$ cat src/rtl/instr_fetch_if.sv
// Fetch-stage bus: pipeline control and targets in, PC and interrupt status out.
// master = pipeline/control side, slave = the instr_fetch stage.
interface instr_fetch_if;
  logic        alert;
  logic        stall;
  logic        branch_predict;
  logic        pcr_take;
  logic        pci_take;
  logic        branch_undo;
  logic [31:0] branch_pc;
  logic [31:0] pc_not_taken;
  logic [31:0] pcr;
  logic [31:0] mem_addr;
  logic [31:0] pc_plus_4;
  logic        interrupt;
  logic        interrupt_mask;

  modport master (
    output alert, stall, branch_predict, pcr_take, pci_take, branch_undo,
    output branch_pc, pc_not_taken, pcr,
    input  mem_addr, pc_plus_4, interrupt, interrupt_mask
  );

  modport slave (
    input  alert, stall, branch_predict, pcr_take, pci_take, branch_undo,
    input  branch_pc, pc_not_taken, pcr,
    output mem_addr, pc_plus_4, interrupt, interrupt_mask
  );
endinterface

$ cat src/rtl/instr_fetch.sv
// Instruction-fetch stage: PC register, next-PC selection, one-level maskable interrupt with EPC.
// Optional macro IF_PENDING_IRQ_EN latches alerts seen while masked and takes them once unmasked.
module instr_fetch #(
  parameter logic [31:0] RESET_PC   = 32'h0000_0000,
  parameter logic [31:0] INT_VECTOR = 32'h0000_0100
) (
  input logic          clk,
  input logic          rst_n,   // synchronous, active-high despite the name
  instr_fetch_if.slave bus
);

  logic [31:0] pc_q, pc_d;
  logic [31:0] epc_q, epc_d;
  logic        mask_q, mask_d;
  logic        irq_q;
  logic        irq_take;

`ifdef IF_PENDING_IRQ_EN
  logic pend_q;

  assign irq_take = !mask_q && (bus.alert || pend_q);

  always_ff @(posedge clk) begin
    if (rst_n)
      pend_q <= 1'b0;
    else if (irq_take)
      pend_q <= 1'b0;
    else if (mask_q && bus.alert)
      pend_q <= 1'b1;
  end
`else
  assign irq_take = !mask_q && bus.alert;
`endif

  // Priority chain: interrupt, undo, stall, register jump, interrupt return, prediction, sequential.
  always_comb begin
    // NOTE: every output of this block gets a default first so no path can infer a latch.
    pc_d   = pc_q + 32'd4;
    epc_d  = epc_q;
    mask_d = mask_q;
    if (irq_take) begin
      pc_d   = INT_VECTOR;
      epc_d  = pc_q;
      mask_d = 1'b1;
    end else if (bus.branch_undo) begin
      pc_d = bus.pc_not_taken;
    end else if (bus.stall) begin
      pc_d = pc_q;
    end else if (bus.pcr_take) begin
      pc_d = bus.pcr;
    end else if (bus.pci_take) begin
      pc_d   = epc_q;
      mask_d = 1'b0;
    end else if (bus.branch_predict) begin
      pc_d = bus.branch_pc;
    end
  end

  always_ff @(posedge clk) begin
    // NOTE: non-blocking assignments keep every register sampling pre-edge values.
    if (rst_n) begin
      pc_q   <= RESET_PC;
      epc_q  <= 32'h0000_0000;
      mask_q <= 1'b0;
      irq_q  <= 1'b0;
    end else begin
      pc_q   <= pc_d;
      epc_q  <= epc_d;
      mask_q <= mask_d;
      irq_q  <= irq_take;
    end
  end

  assign bus.mem_addr       = pc_q;
  assign bus.pc_plus_4      = pc_q + 32'd4;
  assign bus.interrupt      = irq_q;
  assign bus.interrupt_mask = mask_q;

endmodule

$ cat src/flat_wrapper.sv
// flat-port wrapper written by rule: the top's interface ports become plain ports
module instr_fetch_flat 
#(
  parameter logic [31:0] RESET_PC   = 32'h0000_0000,
  parameter logic [31:0] INT_VECTOR = 32'h0000_0100
)
  (clk, rst_n, bus_alert, bus_stall, bus_branch_predict, bus_pcr_take, bus_pci_take, bus_branch_undo, bus_branch_pc, bus_pc_not_taken, bus_pcr, bus_mem_addr, bus_pc_plus_4, bus_interrupt, bus_interrupt_mask);
  instr_fetch_if bus_i ();
  input logic clk;
  input logic rst_n;
  input wire logic [$bits(bus_i.alert)-1:0] bus_alert;
  input wire logic [$bits(bus_i.stall)-1:0] bus_stall;
  input wire logic [$bits(bus_i.branch_predict)-1:0] bus_branch_predict;
  input wire logic [$bits(bus_i.pcr_take)-1:0] bus_pcr_take;
  input wire logic [$bits(bus_i.pci_take)-1:0] bus_pci_take;
  input wire logic [$bits(bus_i.branch_undo)-1:0] bus_branch_undo;
  input wire logic [$bits(bus_i.branch_pc)-1:0] bus_branch_pc;
  input wire logic [$bits(bus_i.pc_not_taken)-1:0] bus_pc_not_taken;
  input wire logic [$bits(bus_i.pcr)-1:0] bus_pcr;
  output wire logic [$bits(bus_i.mem_addr)-1:0] bus_mem_addr;
  output wire logic [$bits(bus_i.pc_plus_4)-1:0] bus_pc_plus_4;
  output wire logic [$bits(bus_i.interrupt)-1:0] bus_interrupt;
  output wire logic [$bits(bus_i.interrupt_mask)-1:0] bus_interrupt_mask;
  assign bus_i.alert = bus_alert;
  assign bus_i.stall = bus_stall;
  assign bus_i.branch_predict = bus_branch_predict;
  assign bus_i.pcr_take = bus_pcr_take;
  assign bus_i.pci_take = bus_pci_take;
  assign bus_i.branch_undo = bus_branch_undo;
  assign bus_i.branch_pc = bus_branch_pc;
  assign bus_i.pc_not_taken = bus_pc_not_taken;
  assign bus_i.pcr = bus_pcr;
  assign bus_mem_addr = bus_i.mem_addr;
  assign bus_pc_plus_4 = bus_i.pc_plus_4;
  assign bus_interrupt = bus_i.interrupt;
  assign bus_interrupt_mask = bus_i.interrupt_mask;
  instr_fetch #(.RESET_PC(RESET_PC), .INT_VECTOR(INT_VECTOR)) u_core (.clk(clk), .rst_n(rst_n), .bus(bus_i));
endmodule
$ cat config.mk
export PLATFORM = sky130hd
export DESIGN_NAME = instr_fetch_flat
export DESIGN_NICKNAME = d
export VERILOG_FILES = /design/src/rtl/instr_fetch_if.sv /design/src/rtl/instr_fetch.sv /design/src/flat_wrapper.sv
export SDC_FILE = /design/constraint.sdc
export NUM_CORES = 1
export LEC_CHECK = 0
export CELL_PAD_IN_SITES_DETAIL_PLACEMENT = 0
export CELL_PAD_IN_SITES_GLOBAL_PLACEMENT = 2
export CORE_ASPECT_RATIO = 1.25
export CORE_UTILIZATION = 23
export CTS_CLUSTER_SIZE = 16
export DETAILED_ROUTE_END_ITERATION = 8
export HOLD_SLACK_MARGIN = 0.03
export PLACE_DENSITY = 0.92
export RECOVER_POWER = 50
export REMOVE_ABC_BUFFERS = 1
export SLEW_MARGIN = 20
export SYNTH_ARGS = -nofsm -noshare
export SYNTH_HDL_FRONTEND = slang
export SYNTH_SLANG_ARGS = --single-unit
$ cat constraint.sdc
create_clock -name clk -period 3.13 [get_ports clk]
set_input_delay 0.626 -clock clk [delete_from_list [all_inputs] [get_ports clk]]
set_output_delay 0.626 -clock clk [all_outputs]
set_load 0.01 [all_outputs]
==> impl_metrics.env <==
export IMPL_status="finished, violations left"
export IMPL_violations="max-capacitance violations, max-slew violations"
export IMPL_die_w_um=123.7
export IMPL_syn_inst=584
export IMPL_finClkSkew_ns=0.009078
export IMPL_final_hold_viol_count=0
export IMPL_dpl_hpwl_um=14350
export IMPL_slew_violations=34
export IMPL_power_density_nw_per_um2=384.4
export IMPL_clk_latency_ns=0.34
export IMPL_rsz0062_at_grt="yes"
export IMPL_initial_utilization=0.2353
export IMPL_die_area_um2=19070
export IMPL_fin_ws_ns=0.07806
export IMPL_fin_crit_sh=0.9751
export IMPL_yosys_warnings=0
export IMPL_grt_usage=0.2046
export IMPL_antenna_found_initial=0
export IMPL_holdCritPathClass="flop to flop"
export IMPL_layout_drive_gt1_share=0.1272
export IMPL_area_delta_synth_final_pct=59.93
export IMPL_drt_vias_per_instance=5.147
export IMPL_drv_cap=1
export IMPL_dpl_cell_area_um2=6451
export IMPL_avgRoutedWirePerCell_um=19.61
export IMPL_overflow=0
export IMPL_finalSetupViolations=0
export IMPL_drt_first_iter_violations=318
export IMPL_cts_sinks=66
export IMPL_layout_commonest_cell="clkdlybuf4s50_1"
export IMPL_cts_tree="done"
export IMPL_diodes=0
export IMPL_final_area_um2=6812
export IMPL_cp_start_kind="flop"
export IMPL_fmax_mhz=327.7
export IMPL_crit_type="flop to primary output"
export IMPL_peakVddDrop_mv=0.2345
export IMPL_ios=170
export IMPL_core_um2=18100
export IMPL_grt_max_degree=40
export IMPL_cts_made_buffers=9
export IMPL_ant_nets=0
export IMPL_synth_seq_area_share=0.3102
export IMPL_syn_area_per_cell_um2=7.293
export IMPL_nets=878
export IMPL_synth_edf_count=0
export IMPL_clockBufferDepth=2
export IMPL_htree_levels=3
export IMPL_grt_pass1_wl_um=29120
export IMPL_clk_root_buffer_cell="clkbuf_16"
export IMPL_final_cell_mix="153 x clkdlybuf4s50_1, 96 x nand2_1, 76 x a21oi_1"
export IMPL_gp_congestion=0.8410
export IMPL_rows=55
export IMPL_vias=5178
export IMPL_synth_area_um2=4259
export IMPL_max_slew_margin=-0.2602
export IMPL_required_ns=2.50
export IMPL_power_w=0.002618
export IMPL_cp_max_fo=7
export IMPL_tightest_slew_ns=1.890
export IMPL_synth_flop_cell="dfxtp_1"
export IMPL_end_kind="primary output"
export IMPL_numPortBuffers=169
export IMPL_grt_pass1_vias=5087
export IMPL_first_pass_iters=5
export IMPL_clk_pin_slew_worst_paths_ns=0.06
export IMPL_arrival_ns=2.43
export IMPL_wl_um=19730
export IMPL_die_y_um=154.1
export IMPL_ys_types=62
export IMPL_synthArstFlopShare=0
export IMPL_fill_cells=1924
export IMPL_drc=0
export IMPL_dp_slack_ns=0.07350
export IMPL_final_min_clock_period_ns=3.052
export IMPL_ys_ff_latch=66
export IMPL_leakagePower_nw=2.585
-- worst max-delay path, cell delays in order (launching register included) --
cell	delay (ns)
dfxtp_1	0.33
ha_1	0.17
nand2_1	0.11
or4_4	0.60
buf_4	0.18
or3_4	0.37
nand2_1	0.08
clkdlybuf4s15_1	0.25
-- cells in the mapped netlist (3+ instances only) --
master     count  share of area
nand2_1       96          0.085
inv_1         15          0.013
a21o_1         7          0.012
a211oi_1       7          0.012
a2bb2oi_1      4         0.0082
a221oi_1       6          0.012
o22ai_1       12          0.018
o311ai_0       3         0.0062
nor2b_1        3         0.0044
dfxtp_1       66           0.31
a2111oi_0      4         0.0082
and3_1         4         0.0059
o21ai_0       35          0.041
a22o_1         7          0.014
clkbuf_1      42          0.037
nor2_1        28          0.025
nand3_1       26          0.031
and4_1         4         0.0082
a31oi_1        8          0.012
xor2_1        11          0.023
and2_1         3         0.0044
a22oi_1        5         0.0088
o21a_1         3         0.0053
a21oi_1       76          0.089
nand4_1        7          0.010
nor3_1         6         0.0071
nand2b_1      12          0.018
buf_2          5         0.0059
mux2i_1        4         0.0094
o221ai_1      14          0.029
nor4_1         7          0.010
o31ai_1        5         0.0088
xnor2_1       16          0.033
-- final timing paths --
| check | start | endpoint | slack, ns | depth (start not counted) |
|---|---|---|---|---|
| min | u_core.epc_q[27] | u_core.epc_q[27] | 0.45 | 2 |
| max reg2reg | u_core.bus.interrupt_mask | u_core.epc_q[1] | 0.81 | 4 |
| max | u_core.bus.mem_addr[3] | bus_pc_plus_4[20] | 0.08 | 7 |
| min reg2reg | u_core.epc_q[27] | u_core.epc_q[27] | 0.45 | 2 |
-- repair_timing --
| action | 4_1_cts | 5_1_grt |
|---|---|---|
| cloned | 0 | 0 |
| setup endpoints to repair | 8 | 8 |
| setup buffers | 2 | 4 |
| resized for setup | 12 | 11 |
| hold buffers | 0 | 0 |
| pin swaps | 2 | 3 |
-- cell type report --
class | count | area (um2) | area share
sequential | 66 | 1323 | 0.1942
multi-input combinational | 452 | 2709 | 0.3977
inverter | 15 | 56.30 | 0.008266
timing repair buffer | 229 | 2155 | 0.3163
clock buffer | 14 | 274.0 | 0.04023
tap | 228 | 285.3 | 0.04188
clock inverter | 2 | 10.01 | 0.001470
-- registers in the layout (all words and copies together), names as in the netlist, named ones only --
| name | cells |
|---|---|
| u_core.epc_q | 32 |
| u_core.bus.interrupt | 1 |
| u_core.bus.mem_addr | 30 |
| u_core.bus.interrupt_mask | 1 |
-- power breakdown --
group | switching, W | internal, W
Combinational | 0.000346 | 0.000357
Clock | 0.000393 | 0.000600
Sequential | 0.0000371 | 0.000885
Total | 0.000776 | 0.00184
-- per-stage QoR --
step             util  setup TNS, ns  std cells  hold WS (ns)
2_1_floorplan       -              0        533        0.4271
3_3_place_gp   0.3564              0        984        0.4412
3_5_place_dp   0.3564              0        984        0.4464
4_1_cts        0.3735              0       1002        0.4548
5_1_grt        0.3764       -0.01504       1006        0.4692
6_report       0.3764              0       1006        0.4539
-- logic make-up after synthesis --
family / after synthesis / share of synthesized area
compound gates: 209 / 0.3146
xor+xnor: 27 / 0.05552
fa+ha+maj: 1 / 0.002937
buf+inv: 66 / 0.06316
flops: 66 / 0.3102
mux: 5 / 0.01204
simple gates: 210 / 0.2415
-- layer usage --
| metal | share of wire | GRT usage |
|---|---|---|
| met5 | 0 | 0 |
| met2 | 0.50 | 0.3545 |
| met1 | 0.42 | 0.2529 |
| met4 | 0.019 | 0.06081 |
| met3 | 0.061 | 0.03598 |
No activity file was read; power rests on OpenSTA's default activity.
